### src/rtl/rst_seq_pkg.sv
// Reset sequencer shared definitions: state encoding and counter sizing helper.
// Used by rst_seq_ctrl; the RST_SEQ_REVERSE_EN build option lives in the top.
package rst_seq_pkg;

    localparam int ST_W = 2;

    localparam logic [ST_W-1:0] ST_ASSERT  = 2'd0;
    localparam logic [ST_W-1:0] ST_RELEASE = 2'd1;
    localparam logic [ST_W-1:0] ST_RUN     = 2'd2;
    localparam logic [ST_W-1:0] ST_DRAIN   = 2'd3;

    // Bits needed to hold 0..n-1, never less than one bit.
    function automatic int cnt_w(input int n);
        return (n <= 2) ? 1 : $clog2(n);
    endfunction

endpackage

### src/rtl/rst_seq_dly_cnt.sv
// Step-spacing down-counter for the reset sequencer. A load arms it with the
// spacing value; while enabled it counts down and flags expiry on the cycle
// it sits at 1, so a load of D expires exactly D enabled edges later.
module rst_seq_dly_cnt #(
    parameter int DLY_W = 8
) (
    input  logic             CLK,
    input  logic             RST,
    input  logic             load,
    input  logic             en,
    input  logic [DLY_W-1:0] load_val,
    output logic             expire
);

    logic [DLY_W-1:0] cnt;

    assign expire = en && (cnt == DLY_W'(1));

    // Load has priority so an expiry can immediately re-arm the next step.
    always_ff @(posedge CLK or posedge RST) begin
        if (RST)
            cnt <= '0;
        else if (load)
            cnt <= load_val;
        else if (en && (cnt != '0))
            cnt <= cnt - 1'b1;
    end

endmodule

### src/rtl/rst_seq_ctrl.sv
// Reset sequencer: holds all domain resets for HOLD_CYC edges, then releases
// domains 0..N-1 one per spacing interval. SW_RST_REQ re-runs the sequence.
// Build option RST_SEQ_REVERSE_EN: a request in RUN re-asserts the domains in
// reverse order (DRAIN) instead of all at once.
module rst_seq_ctrl
    import rst_seq_pkg::*;
#(
    parameter int NUM_DOMAINS = 3,
    parameter int DLY_W       = 8,
    parameter int HOLD_CYC    = 4
) (
    input  logic                   CLK,
    input  logic                   RST,
    input  logic                   SW_RST_REQ,
    input  logic [DLY_W-1:0]       DLY_CFG,
    output logic [NUM_DOMAINS-1:0] DOM_RST_N,
    output logic                   BUSY,
    output logic                   DONE
);

    localparam int HW = cnt_w(HOLD_CYC);
    localparam int IW = cnt_w(NUM_DOMAINS + 1);

    localparam logic [HW-1:0]          HOLD_LAST = HW'(HOLD_CYC - 1);
    localparam logic [IW-1:0]          IDX_LAST  = IW'(NUM_DOMAINS - 1);
    localparam logic [NUM_DOMAINS-1:0] TOP_MASK  = NUM_DOMAINS'(1) << (NUM_DOMAINS - 1);

    logic [ST_W-1:0]        state;
    logic [HW-1:0]          hold_cnt;
    logic [IW-1:0]          idx;
    logic [DLY_W-1:0]       d_reg;
    logic [DLY_W-1:0]       d_eff;
    logic [NUM_DOMAINS-1:0] dom_q;
    logic [NUM_DOMAINS-1:0] idx_mask;
    logic                   ctr_load;
    logic                   ctr_en;
    logic [DLY_W-1:0]       ctr_val;
    logic                   dly_exp;

    assign d_eff     = (DLY_CFG == '0) ? DLY_W'(1) : DLY_CFG;
    assign idx_mask  = NUM_DOMAINS'(1) << idx;
    assign DOM_RST_N = dom_q;
    assign BUSY      = (state != ST_RUN);
    assign DONE      = (state == ST_RUN);
    assign ctr_en    = (state == ST_RELEASE) || (state == ST_DRAIN);

    // Arm the spacing counter on entry to a stepping state (fresh DLY_CFG)
    // and re-arm it with the latched spacing after every step.
    always_comb begin
        ctr_load = 1'b0;
        ctr_val  = d_reg;
        if ((state == ST_ASSERT) && !SW_RST_REQ && (hold_cnt == HOLD_LAST)) begin
            ctr_load = 1'b1;
            ctr_val  = d_eff;
        end
`ifdef RST_SEQ_REVERSE_EN
        if ((state == ST_RUN) && SW_RST_REQ) begin
            ctr_load = 1'b1;
            ctr_val  = d_eff;
        end
`endif
        if (dly_exp)
            ctr_load = 1'b1;
    end

    rst_seq_dly_cnt #(
        .DLY_W (DLY_W)
    ) u_dly_cnt (
        .CLK      (CLK),
        .RST      (RST),
        .load     (ctr_load),
        .en       (ctr_en),
        .load_val (ctr_val),
        .expire   (dly_exp)
    );

    // Sequencer FSM; domain outputs only move on hold/step/request edges.
    always_ff @(posedge CLK or posedge RST) begin
        if (RST) begin
            state    <= ST_ASSERT;
            hold_cnt <= '0;
            idx      <= '0;
            d_reg    <= DLY_W'(1);
            dom_q    <= '0;
        end else begin
            case (state)
                ST_ASSERT: begin
                    if (SW_RST_REQ) begin
                        hold_cnt <= '0;
                    end else if (hold_cnt == HOLD_LAST) begin
                        state    <= ST_RELEASE;
                        hold_cnt <= '0;
                        idx      <= '0;
                        d_reg    <= d_eff;
                    end else begin
                        hold_cnt <= hold_cnt + 1'b1;
                    end
                end
                ST_RELEASE: begin
                    if (SW_RST_REQ) begin
                        state    <= ST_ASSERT;
                        hold_cnt <= '0;
                        idx      <= '0;
                        dom_q    <= '0;
                    end else if (dly_exp) begin
                        dom_q <= dom_q | idx_mask;
                        idx   <= idx + IW'(1);
                        if (idx == IDX_LAST)
                            state <= ST_RUN;
                    end
                end
                ST_RUN: begin
                    if (SW_RST_REQ) begin
                        hold_cnt <= '0;
`ifdef RST_SEQ_REVERSE_EN
                        // Highest domain drops first; a single domain goes straight to hold.
                        dom_q <= dom_q & ~TOP_MASK;
                        d_reg <= d_eff;
                        if (NUM_DOMAINS > 1) begin
                            state <= ST_DRAIN;
                            idx   <= IW'(NUM_DOMAINS - 2);
                        end else begin
                            state <= ST_ASSERT;
                            idx   <= '0;
                        end
`else
                        state <= ST_ASSERT;
                        idx   <= '0;
                        dom_q <= '0;
`endif
                    end
                end
`ifdef RST_SEQ_REVERSE_EN
                ST_DRAIN: begin
                    if (dly_exp) begin
                        dom_q <= dom_q & ~idx_mask;
                        if (idx == '0) begin
                            state    <= ST_ASSERT;
                            hold_cnt <= '0;
                        end else begin
                            idx <= idx - IW'(1);
                        end
                    end
                end
`endif
                default: begin
                    state    <= ST_ASSERT;
                    hold_cnt <= '0;
                    idx      <= '0;
                    dom_q    <= '0;
                end
            endcase
        end
    end

endmodule

### config.mk
export PLATFORM = sky130hd
export DESIGN_NAME = rst_seq_ctrl
export DESIGN_NICKNAME = d
export VERILOG_FILES = /design/src/rtl/rst_seq_pkg.sv /design/src/rtl/rst_seq_dly_cnt.sv /design/src/rtl/rst_seq_ctrl.sv
export SDC_FILE = /design/constraint.sdc
export NUM_CORES = 1
export LEC_CHECK = 0
export ABC_AREA = 1
export CORE_ASPECT_RATIO = 1.25
export CORE_UTILIZATION = 35
export CTS_CLUSTER_DIAMETER = 120
export CTS_CLUSTER_SIZE = 30
export DETAILED_ROUTE_END_ITERATION = 10
export GPL_ROUTABILITY_DRIVEN = 0
export HOLD_SLACK_MARGIN = 0.08
export MAX_ROUTING_LAYER = met4
export PLACE_DENSITY = 0.55
export RECOVER_POWER = 100
export SLEW_MARGIN = 40
export SYNTH_ARGS = -nofsm -noshare
export SYNTH_HDL_FRONTEND = slang
export SYNTH_HIERARCHICAL = 1
export SYNTH_SLANG_ARGS = --single-unit
### constraint.sdc
create_clock -name CLK -period 2.1 [get_ports CLK]
set_clock_uncertainty 0.2 [all_clocks]
set_input_delay 0.42 -clock CLK [delete_from_list [all_inputs] [get_ports CLK]]
set_output_delay 0.42 -clock CLK [all_outputs]
set_load 0.01 [all_outputs]
* Yosys cells after proc, flatten, opt, wreduce, memory -nomap -nowiden *
Cells that the tools add are included.

cells by class
  reductions and logical operators = 15
  shifts and indexed selects = 1
  eq/ne operators = 13
  $add $sub $neg = 3
  multiplexer cells = 25
  bitwise gates (word level) = 3

operator list
  kind                 count
  $mux 8               4
  $mux 2               12
  $pmux 2 s3           2
  $mux 3               3
  $pmux 3 s3           1
  $eq 2x2->1 const B   4
  $eq 8x1->1 const B   1
  $logic_not 8->1      1
  $reduce_bool 8->1    1
  $sub 8x1->8 const B  1
  $ne 2x2->1 const B   3
  $reduce_and 3->1     2
  $reduce_and 5->1     1
  $add 2x1->2 const B  2
  $logic_and 1x1->1    4
  $ne 2x1->1 const B   2
  $pmux 2 s2           1
  $reduce_and 4->1     1
  $ne 3x2->1 const B   1
  $ne 3x3->1 const B   1
  $or 3x3->3           1
  $shl 1x2->3 const A  1
  $eq 2x1->1 const B   1
  $logic_not 2->1      1
  6 further kinds      8

storage, ports and cells
  output and inout bits = 5
  bits in registers = 25
  input bits = 11
  word-level logic and storage cells = 66

* Depth between registers and ports, before layout *
  word-level depth = 6
  mapped depth = 14
  gate-level depth less buffers = 12

* By module *
The synthesis kept the hierarchy.

modules (own cells, without submodules)
  module           cells each  area an instance (sq um)  instances  seq. area each (sq um)
  rst_seq_ctrl     112         1023.5                    1          426.7
  rst_seq_dly_cnt  91          598.1                     1          200.2

* Worst setup path before layout *
OpenSTA, ideal clock, no wires.

  path type = register to register
  from = register state[1]
  to = register u_dly_cnt.cnt[5]
  setup time = 0.117 ns
  data required time = 1.783 ns
  arrival time = 1.897 ns
  period minus slack after synthesis = 2.214 ns
  buffers on the path = 2
  path slack = -0.114 ns
  cell stages (with the launch flop) = 14
  cell sequence = dfrtp_1 -> inv_1 -> ha_1 -> or2_2 -> nand3_1 -> nor2_1 -> inv_1 -> nand2_1 -> buf_4 -> inv_1 -> buf_2 -> or2_2 -> nand3_1 -> nand2_1

on the way
  elaborated cells between the ends (all ways) = 13
  those cells by class = 2 x eq/ne; 4 x mux; 7 x reduce/logical

RTL lines
  item                                                line                   text
  start: declaration                                  rst_seq_ctrl.sv:28     logic [ST_W-1:0] state;
  start signal: assignment                            rst_seq_ctrl.sv:80     state <= ST_ASSERT;
  start signal: assignment                            rst_seq_ctrl.sv:91     state <= ST_RELEASE;
  start signal: assignment                            rst_seq_ctrl.sv:101    state <= ST_ASSERT;
  $eq 2x1->1 / $eq 2x2->1 (equally long branches)     rst_seq_ctrl.sv:45     assign ctr_en = (state == ST_RELEASE) || (state == ST_DRAIN);
  $logic_or 1x1->1 (*)                                rst_seq_ctrl.sv:45
  named net ctr_en                                    rst_seq_ctrl.sv:36     logic ctr_en;
  $logic_and 1x1->1 (*)                               rst_seq_dly_cnt.sv:17  assign expire = en && (cnt == DLY_W'(1));
  named net dly_exp                                   rst_seq_ctrl.sv:38     logic dly_exp;
  $mux 1 (*)                                          rst_seq_ctrl.sv:62     if (dly_exp)
  named net ctr_load                                  rst_seq_ctrl.sv:35     logic ctr_load;
  $mux 8 / $reduce_bool 2->1 (equally long branches)  --
  end signal: assignment                              rst_seq_dly_cnt.sv:24  cnt <= load_val;
  end signal: assignment                              rst_seq_dly_cnt.sv:26  cnt <= cnt - 1'b1;
  end: declaration                                    rst_seq_dly_cnt.sv:15  logic [DLY_W-1:0] cnt;

The timed path passes the listed nets; every way through them passes the cells marked *.
A chain may end at the register's enable or synchronous reset.

* Final worst setup path *
  from = register state[0]
  to = output port BUSY

on the way
  word-level cells in the longest chain between the ends = 1

RTL lines
  item              line                text
  $ne 2x2->1        rst_seq_ctrl.sv:43  assign BUSY = (state != ST_RUN);
  end: declaration  rst_seq_ctrl.sv:17  output logic BUSY,

Every way passes these cells.

==> flow_summary.ini <==
[outcome]
status = finished clean

[sta]
fin_crit_ns = 2.00
rsz0062_at_grt = no
drv_slew = 0
tightest_slew_ns = 0.959
hold_slack_ns = 0.282
finalCritPeriodShare_pct = 95.2
finalSetupViolations = 0
relSlewSlack_pct = 36.1
hold_viol = 0
max_freq_mhz = 500

[global_route]
grt_pass1_wl_um = 6030
antenna_found_initial = 0
grt-ovfl-total = 0
globalRouteTotalUtil_pct = 15.9
grt_max_degree = 18
grt_pass1_vias = 1368

[yosys]
synth-seq-cells = 25
yosysWarnings = 6
yosys.area.top_type = dfrtp_1
synth_fp_nets = 226
synthMuxAreaShare_pct = 0
synth_top_area_share_pct = 37.0
synthAdderAreaFrac_pct = 9.26
synth.top_cells.by_area = dfrtp_1, nand2_1, ha_1
synth_compound_area_share_pct = 11.4
synth_cells = 203
yosysSeqAreaShare_pct = 38.7
synth_cell_types = 28
synth_top_family_by_area = simple AND/OR/NAND/NOR gates
synth-xor-area-share_pct = 0.540
syn_avg_cell_area_um2 = 7.99
synth-simple-area-share_pct = 30.8
synth_area_um2 = 1620

[setup_path]
start_kind = flop
crit_fanout = 3
cp.arrival_ns = 1.38
cp.required_ns = 1.48
crit_path_top_delay_cell = dfrtp_1
critPathTopFamily = buffers and inverters
crit_type = flop to primary output
endpoint_kind = primary output
crit_chain = clkbuf_4 -> inv_2 -> ha_1 -> inv_1 -> dlygate4sd2_1
critPathBufInv = 4
max_stage_delay_ns = 0.40

[clock_network]
tritoncts = done
numCtsBuffers = 3
max-clock-path-buffers = 2
root_buffer = clkbuf_8
clk_pin_slew_ns = 0.10
insertion_delay_ns = 0.27
clock_sinks = 25
cts-hold-fix-buffers = 0
htreeDepth = 1

[layout]
stdcell_count = 296
mostFrequentLayoutCell = nand2_1
drive_gt1_share_pct = 26.5
area_growth_pct = 28.2
layout_common_cells = nand2_1, dfrtp_1, inv_1
n_fill_cell = 447
diodes = 0
finalNetCount = 262

[power]
worst_ir_drop_vdd_v = 0.000773
power.leakage_uw = 0.00103
powerDensity_nw_per_um2 = 1340

[floorplanning]
io_pins = 16
die_w_um = 62.9
core_region_area_um2 = 4430
initial_core_util_pct = 36.6
fp-row-count = 27
die_area_um2 = 4910
die_h_um = 78.1

[detailed_routing]
vias = 1355
ant_nets = 0
post_drt_wl_per_cell_um = 11.5
drt_iter0_drc = 48
vias_per_cell = 4.58
wl_um = 3400
first_pass_iters = 4
drc_errors = 0

[placed_design]
portBuffers = 15
dp_hpwl_um = 2670
dp_cells = 287

[min_path]
worstHoldPathType = flop to flop

[job]
maxCapViolations = 0
==> path summary, 6_finish.rpt <==
kind | slack (ns) | depth (start not counted) | to | start
min in group asynchronous | 0.36 | 2 | u_dly_cnt/cnt[1]$_DFFE_PP0P_ | RST
max in group asynchronous | 0.43 | 3 | idx[1]$_DFFE_PP0P_ | RST
setup reg to reg | 0.11 | 11 | u_dly_cnt/cnt[3]$_DFFE_PP0P_ | state[0]$_DFFE_PP0P_
hold / removal | 0.28 | 2 | d_reg[4]$_DFFE_PP0P_ | d_reg[4]$_DFFE_PP0P_
setup / recovery | 0.1 | 5 | BUSY | state[0]$_DFFE_PP0P_
hold reg to reg | 0.28 | 2 | d_reg[4]$_DFFE_PP0P_ | d_reg[4]$_DFFE_PP0P_
==> routing by layer <==
metal	track usage [%]	share of wire (%)
met1	18.8	45
met3	1.45	1.6
met2	28.0	52
met4	5.81	0.85
met5	-	0
==> through the flow <==
| stage | util, % | setup slack, ns | total power [µW] | instance area [µm²] | setup TNS (ns) |
|---|---|---|---|---|---|
| final | 47.0 | 0.0999 | 2790 | 2080 | 0 |
| after global routing | 47.0 | 0.00344 | 3080 | 2080 | 0 |
| after detailed placement | 44.3 | 0.00788 | 2380 | 1960 | 0 |
| after global placement | 44.3 | 0.0376 | 2380 | 1960 | 0 |
| after CTS | 45.9 | -0.0000147 | 2740 | 2030 | -0.0000147 |
| after floorplan | - | 0.0100 | 1930 | 1650 | 0 |
==> cell families (layout without fill, tap and decap cells) <==
logic type / after synthesis / count (layout)
AO/OA/AOI/OAI: 26 / 26
XOR/XNOR: 1 / 1
adder cells (fa/ha/maj): 12 / 12
buffers and inverters: 34 / 69
flip-flops: 25 / 25
AND/OR/NAND/NOR: 105 / 105
==> power breakdown <==
part           switching, µW  internal, µW  total, µW
clock                    167           139        306
combinational            961           725       1690
sequential               124           673        797
total                   1250          1540       2790
==> area by class of cell <==
| cell class | instances | area [µm²] | area share, % |
|---|---|---|---|
| Sequential cell | 25 | 627 | 30.1 |
| Timing Repair Buffer | 35 | 310 | 14.9 |
| Tap cell | 58 | 72.6 | 3.49 |
| Clock buffer | 3 | 41.3 | 1.99 |
| Multi-Input combinational cell | 144 | 902 | 43.4 |
| Inverter | 30 | 118 | 5.66 |
| Clock inverter | 1 | 8.76 | 0.421 |
==> timing repair <==
action                                  CTS  global route
setup buffers                             2             3
endpoints found under the setup margin    2            15
gates resized for setup                   6             9
gates cloned                              0             0
endpoints found under the hold margin     0             0
pin swaps                                 0             2
==> synth_stat cells, drive strengths merged <==
cell and count:
a21oi 1, buf 4, clkinv 1, dfrtp 24, dfstp 1, ha 12
inv 29, nand2 55, nand3 21, nand3b 1, nand4 4, nor2 18
nor3 2, o211ai 3, o21ai 21, o21bai 1, or2 4, xor2 1
==> worst reg2reg max path: stages (launching register included) <==
cell      delay, ns
dfrtp_1        0.40
buf_6          0.13
ha_1           0.19
or2_4          0.24
nand3_1        0.08
nor2_1         0.04
inv_1          0.09
nand2_2        0.07
buf_4          0.17
nand2_1        0.08
nand2_1        0.05
o21bai_1       0.14
No activity file was read; power rests on OpenSTA's default activity.
